==> config.mk <==
export PLATFORM = sky130hd
export DESIGN_NAME = mul26_share_ctrl
export DESIGN_NICKNAME = d
export VERILOG_FILES = /design/src/rtl/mul26_share_ctrl_pkg.sv /design/src/rtl/rr_arb2.sv /design/src/rtl/wallace_26x26_product.sv /design/src/rtl/mul26_share_ctrl.sv
export SDC_FILE = /design/constraint.sdc
export NUM_CORES = 2
export LEC_CHECK = 0
export BUFFER_PORTS_ARGS = -buffer_cell sky130_fd_sc_hd__buf_2
export CAP_MARGIN = 25
export CORE_MARGIN = 2
export CORE_UTILIZATION = 35
export CTS_BUF_LIST = sky130_fd_sc_hd__clkbuf_8
export DETAILED_ROUTE_END_ITERATION = 8
export HOLD_SLACK_MARGIN = 0.15
export PLACE_DENSITY = 0.58
export SYNTH_ARGS = -nofsm -noshare
export SYNTH_HDL_FRONTEND = slang
export SYNTH_SLANG_ARGS = --single-unit
==> constraint.sdc <==
create_clock -name clk -period 9.44 [get_ports clk]
set_input_delay 2.36 -clock clk [delete_from_list [all_inputs] [get_ports clk]]
set_output_delay 2.36 -clock clk [all_outputs]
set_load 0.02 [all_outputs]
==> src/rtl/mul26_share_ctrl_pkg.sv <==
// Shared constants for the 26x26 multiplier sharing controller.
// Owner encodings identify which requester an in-flight op belongs to.
package mul26_share_ctrl_pkg;

  localparam int unsigned MUL_W      = 26;
  localparam int unsigned MUL_PW     = 2 * MUL_W;
  localparam int unsigned TW_DEFAULT = 4;

  localparam logic OWN_FMUL = 1'b0;
  localparam logic OWN_FDIV = 1'b1;

endpackage

==> src/rtl/rr_arb2.sv <==
// Two-way round-robin arbiter; last_grant moves only when a grant is actually taken.
// Reset is synchronous and active-low.
module rr_arb2
  import mul26_share_ctrl_pkg::*;
(
  input  logic       clk_i,
  input  logic       clrn_i,
  input  logic [1:0] req_i,
  input  logic       acc_i,
  input  logic       acc_idx_i,
  output logic [1:0] gnt_o
);

  logic last_q;
  logic last_d;

  // A port is only blocked when the other port is contending and wins.
  always_comb begin
    gnt_o = 2'b11;
    if (req_i == 2'b11) begin
      gnt_o = (last_q == OWN_FDIV) ? 2'b01 : 2'b10;
    end else if (req_i[0]) begin
      gnt_o = 2'b01;
    end else if (req_i[1]) begin
      gnt_o = 2'b10;
    end
  end

  always_comb begin
    last_d = last_q;
    if (acc_i) begin
      last_d = acc_idx_i;
    end
  end

  always_ff @(posedge clk_i) begin
    if (!clrn_i) begin
      last_q <= OWN_FDIV;
    end else begin
      last_q <= last_d;
    end
  end

endmodule

==> src/rtl/wallace_26x26_product.sv <==
// Unsigned 26x26 full-width product, purely combinational.
// The reduction tree is left to synthesis to build from the multiply operator.
module wallace_26x26_product
  import mul26_share_ctrl_pkg::*;
(
  input  logic [MUL_W-1:0]  a_i,
  input  logic [MUL_W-1:0]  b_i,
  output logic [MUL_PW-1:0] prod_o
);

  assign prod_o = MUL_PW'(a_i) * MUL_PW'(b_i);

endmodule

==> src/rtl/mul26_share_ctrl.sv <==
// Shares one 26x26 multiplier between the FP multiply pipe (port 0) and the
// divide/sqrt iteration unit (port 1) through a two-stage registered pipeline.
module mul26_share_ctrl
  import mul26_share_ctrl_pkg::*;
#(
  parameter int unsigned W  = MUL_W,
  parameter int unsigned TW = TW_DEFAULT
) (
  input  logic            clk,
  input  logic            clrn,
  input  logic [1:0]      req_valid,
  output logic [1:0]      req_ready,
  input  logic [W-1:0]    req_a0,
  input  logic [W-1:0]    req_b0,
  input  logic [W-1:0]    req_a1,
  input  logic [W-1:0]    req_b1,
  input  logic [TW-1:0]   req_tag0,
  input  logic [TW-1:0]   req_tag1,
  output logic [1:0]      rsp_valid,
  input  logic [1:0]      rsp_ready,
  output logic [2*W-1:0]  rsp_prod,
  output logic [TW-1:0]   rsp_tag,
  input  logic [1:0]      flush,
  output logic            idle
);

  logic            s1_v_q, s1_v_d;
  logic            s1_own_q;
  logic [W-1:0]    s1_a_q, s1_b_q;
  logic [TW-1:0]   s1_tag_q;

  logic            s2_v_q, s2_v_d;
  logic            s2_own_q;
  logic [2*W-1:0]  s2_prod_q;
  logic [TW-1:0]   s2_tag_q;

  logic            s1_flush, s2_flush, s2_hs;
  logic            adv1, adv2;
  logic [1:0]      elig, gnt, acc;
  logic            acc_any, acc_idx;
  logic [2*W-1:0]  mul_prod;

  // Response side: a flushed owner never sees its result, even with rsp_ready high.
  always_comb begin
    rsp_valid           = '0;
    rsp_valid[OWN_FMUL] = s2_v_q && (s2_own_q == OWN_FMUL) && !flush[OWN_FMUL];
    rsp_valid[OWN_FDIV] = s2_v_q && (s2_own_q == OWN_FDIV) && !flush[OWN_FDIV];
  end

  assign s2_hs    = |(rsp_valid & rsp_ready);
  assign s2_flush = s2_v_q && flush[s2_own_q];
  assign s1_flush = s1_v_q && flush[s1_own_q];
  assign adv2     = !s2_v_q || s2_hs || s2_flush;
  assign adv1     = !s1_v_q || adv2;

  // A port being flushed does not contend, so the other port can take the slot.
  assign elig = req_valid & ~flush;

  rr_arb2 u_arb (
    .clk_i     (clk),
    .clrn_i    (clrn),
    .req_i     (elig),
    .acc_i     (acc_any),
    .acc_idx_i (acc_idx),
    .gnt_o     (gnt)
  );

  assign req_ready = {2{adv1}} & ~flush & gnt;
  assign acc       = req_valid & req_ready;
  assign acc_any   = |acc;
  assign acc_idx   = acc[OWN_FDIV];

  wallace_26x26_product u_mul (
    .a_i    (s1_a_q),
    .b_i    (s1_b_q),
    .prod_o (mul_prod)
  );

  always_comb begin
    s1_v_d = s1_v_q;
    if (adv1) begin
      s1_v_d = acc_any;
    end else if (s1_flush) begin
      s1_v_d = 1'b0;
    end
    s2_v_d = s2_v_q;
    if (adv2) begin
      s2_v_d = s1_v_q && !s1_flush;
    end
  end

  always_ff @(posedge clk) begin
    if (!clrn) begin
      s1_v_q <= 1'b0;
      s2_v_q <= 1'b0;
    end else begin
      s1_v_q <= s1_v_d;
      s2_v_q <= s2_v_d;
    end
  end

  // Payload registers only move when their stage advances with real data.
  always_ff @(posedge clk) begin
    if (!clrn) begin
      s1_own_q  <= OWN_FMUL;
      s1_a_q    <= '0;
      s1_b_q    <= '0;
      s1_tag_q  <= '0;
      s2_own_q  <= OWN_FMUL;
      s2_prod_q <= '0;
      s2_tag_q  <= '0;
    end else begin
      if (adv1 && acc_any) begin
        s1_own_q <= acc_idx;
        s1_a_q   <= acc_idx ? req_a1 : req_a0;
        s1_b_q   <= acc_idx ? req_b1 : req_b0;
        s1_tag_q <= acc_idx ? req_tag1 : req_tag0;
      end
      if (adv2 && s1_v_q) begin
        s2_own_q  <= s1_own_q;
        s2_prod_q <= mul_prod;
        s2_tag_q  <= s1_tag_q;
      end
    end
  end

  assign rsp_prod = s2_v_q ? s2_prod_q : '0;
  assign rsp_tag  = s2_v_q ? s2_tag_q : '0;
  assign idle     = !s1_v_q && !s2_v_q;

endmodule

==> run summary <==
CTS clk-pin slew, worst paths: 90 ps
Syn. warnings: 0
die area: 81100 µm²
detailed-route DRC error count: 0
Clock Latency Late Sink: 510 ps
Mean Syn Cell Area: 8.93 µm²
CTS tree: yes
kind of critical path: reg2reg
maximum VDD drop: 0.000109 V
NetSw: 0.00167 W
global-route wire length before repair: 123000 µm
power density over cell area: 109 nW/µm²
Via Count: 20700
EDFF count, synth: 0
core footprint: 77700 µm²
Clock Power Share: 15.2%
Internal Dissipation: 0.00161 W
port bufs: 180
I/O pins: 181
commonest cells after routing, fill and taps aside: inv_1, fa_1, nand2_1
worst setup path startpoint: s1_a_q[22]
vias per cell: 4.90
GRT overflow: 0
vias in the first global route: 21900
Register-to-Register Path Depth: 23
Site Rows: 102
post-DR wirelength/cell: 18.2 µm
Switching Share: 51.0%
P&R area growth vs syn: 9.38%
TNS Setup: 0 ps
ys async rst share: 0%
highest cell delay on the worst timing path: 930 ps
CP endpoint kind: register
Worst Slack Setup Final: 1460 ps
drt pass-1 iters: 5
fmax: 125 MHz
fin crit share: 84.5%
critical path arrival: 8390 ps
WP depth: 23
Unique masters post-synth: 74
CP max FO: 19
Final min period: 7980 ps
WHS Path Cells: 2
Slew headroom: 29.9%
share of total power in sequential cells: 19.6%
Max-cap violations: 0
R2R Path Start: s1_a_q[22]
CTS H-Tree Depth: 4
DRT Wirelength: 77100 µm
Hold Fails Final Rpt: 0
static leakage: 15.7 nW
final setup fails: 0
Starting DRT DRC Count: 1108
share of cells above drive strength 1: 9.32%
largest net degree at the start of global routing: 87
PostCTS Resize Cnt: 0
Die Ht: 285 µm
Post-CTS Hold Buffers: 0
CP delay by family, top: adder cells
Netlist Area Pre-Place: 27600 µm²
pre-CTS setup slack: 1570 ps
Synth Instances: 3091
Max stage delay cell, worst path: dfxtp_1
Post-synth top flop: dfxtp_1
Max Slew Vio Count: 0
Setup Skew: 48.2 ps
CP Launch Type: register
CTS max path bufs: 2
initial antenna violation count: 4
final instance area: 30200 µm²
Synthesized Nets: 3976
Synth Register Bits: 117
crit-path cells: buf_4, and2_1, fa_1, fa_1, inv_1, fa_1, fa_1, inv_1, fa_1, fa_1, inv_1, fa_1, inv_1, ha_1, nand2_1, nor2_1, nand3_1, a311oi_1, o21ai_1, and2_1, o31ai_1, nand4_1, o211ai_1
Placement Cell Area: 29600 µm²
initial core utilization: 35.5%
post-CTS setup buffers: 0
clock root buffer: clkbuf_8
remaining antenna violation count: 0
Slew @ Worst Pin: 1050 ps
# nets final: 4058
combinational power share: 65.2%
GP Congestion: 0.860
commonest non-fill, non-tap cell in the layout: inv_1
required time of the critical path: 9850 ps
Hold WC Path Type: reg2reg
sequential fraction of the synthesis area: 8.48%
DIE WIDTH: 285 µm
Num Clock Sinks: 117
status: complete, no violations
HP Start: s2_prod_q[39]
RSZ-0062 raised after global routing: false
Worst Path Buf+Inv: 5
Post-DP HPWL: 62100 µm
global-route total usage across every layer: 19.5%
Crit path top cell by count: fa_1
total CTS buffers: 17
## through the flow
step	total power, W	util, %	hold slack, ps	instances
floorplan	0.00213	-	432	3091
global placement	0.00277	38.0	446	4183
detailed placement	0.00279	38.1	449	4186
CTS	0.00331	38.6	461	4218
global route	0.00360	38.9	485	4227
finish	0.00329	38.9	458	4228
## cells by family after synthesis
logic type	after synthesis	synth area share, %
buffers and inverters	799	10.9
multiplexers	61	2.23
AO/OA/AOI/OAI	284	7.88
adder cells (fa/ha/maj)	765	50.3
flip-flops	117	8.48
XOR/XNOR	36	1.14
AND/OR/NAND/NOR	1029	19.1
## Yosys cell counts, types with 13 or more instances
cell type | number | area, µm²
fa_1 | 574 | 11500
ha_1 | 191 | 2390
dfxtp_1 | 117 | 2340
a21oi_1 | 44 | 220
o211ai_1 | 13 | 97.6
o211a_1 | 61 | 611
o21ai_0 | 41 | 205
nand2_1 | 454 | 1700
mux2i_1 | 58 | 581
inv_1 | 618 | 2320
xnor2_1 | 22 | 193
xor2_1 | 14 | 123
nor2_1 | 22 | 82.6
and2_1 | 448 | 2800
o21ai_1 | 15 | 75.1
a21boi_0 | 14 | 105
clkbuf_1 | 169 | 634
a21o_1 | 30 | 225
nand3_1 | 35 | 175
## sequential cells by signal, indices dropped and copies added (netlist names), 4 cells and up
name	cells
s1_b_q	26
s1_tag_q	4
s2_tag_q	4
s1_a_q	26
s2_prod_q	52
## per-layer routing
metal	vias to the layer above	GRT usage, %	part of all wire, %
met5	-	0	0.017
met4	2	6.17	3.2
met3	111	2.05	3.9
met2	459	34.5	52
met1	10700	24.9	41
li1	9503	-	-
## final timing paths
check / endpoint / slack [ps]
max reg2reg: s2_prod_q[44] / 1460
min reg2reg: s2_prod_q[39] / 460
min: s2_prod_q[39] / 460
max: s2_prod_q[44] / 1460
## tightest hold or removal path, cell delays in order, from the launching register on
cell	delay, ps
dfxtp_1	310
nand3_1	50
o21ai_1	50
## power groups by stage
stage          Sequential (W)  Combinational [W]  Clock, W
6_report             0.000643            0.00214  0.000500
5_1_grt              0.000650            0.00242  0.000528
4_1_cts              0.000659            0.00213  0.000516
3_5_place_dp         0.000671            0.00212         0
3_3_place_gp         0.000674            0.00209         0
2_1_floorplan        0.000588            0.00154         0
## area by class of cell
type                    count  area, µm²
clock inverters            14        135
multi-input cells        2175      22300
clock buffers              18        248
flip-flops and latches    117       2340
fillers                  7930      47500
repair buffers            244       1580
well taps                1040       1300
inverters                 618       2320
diodes                      2       5.00
No activity file was read; power rests on OpenSTA's default activity.
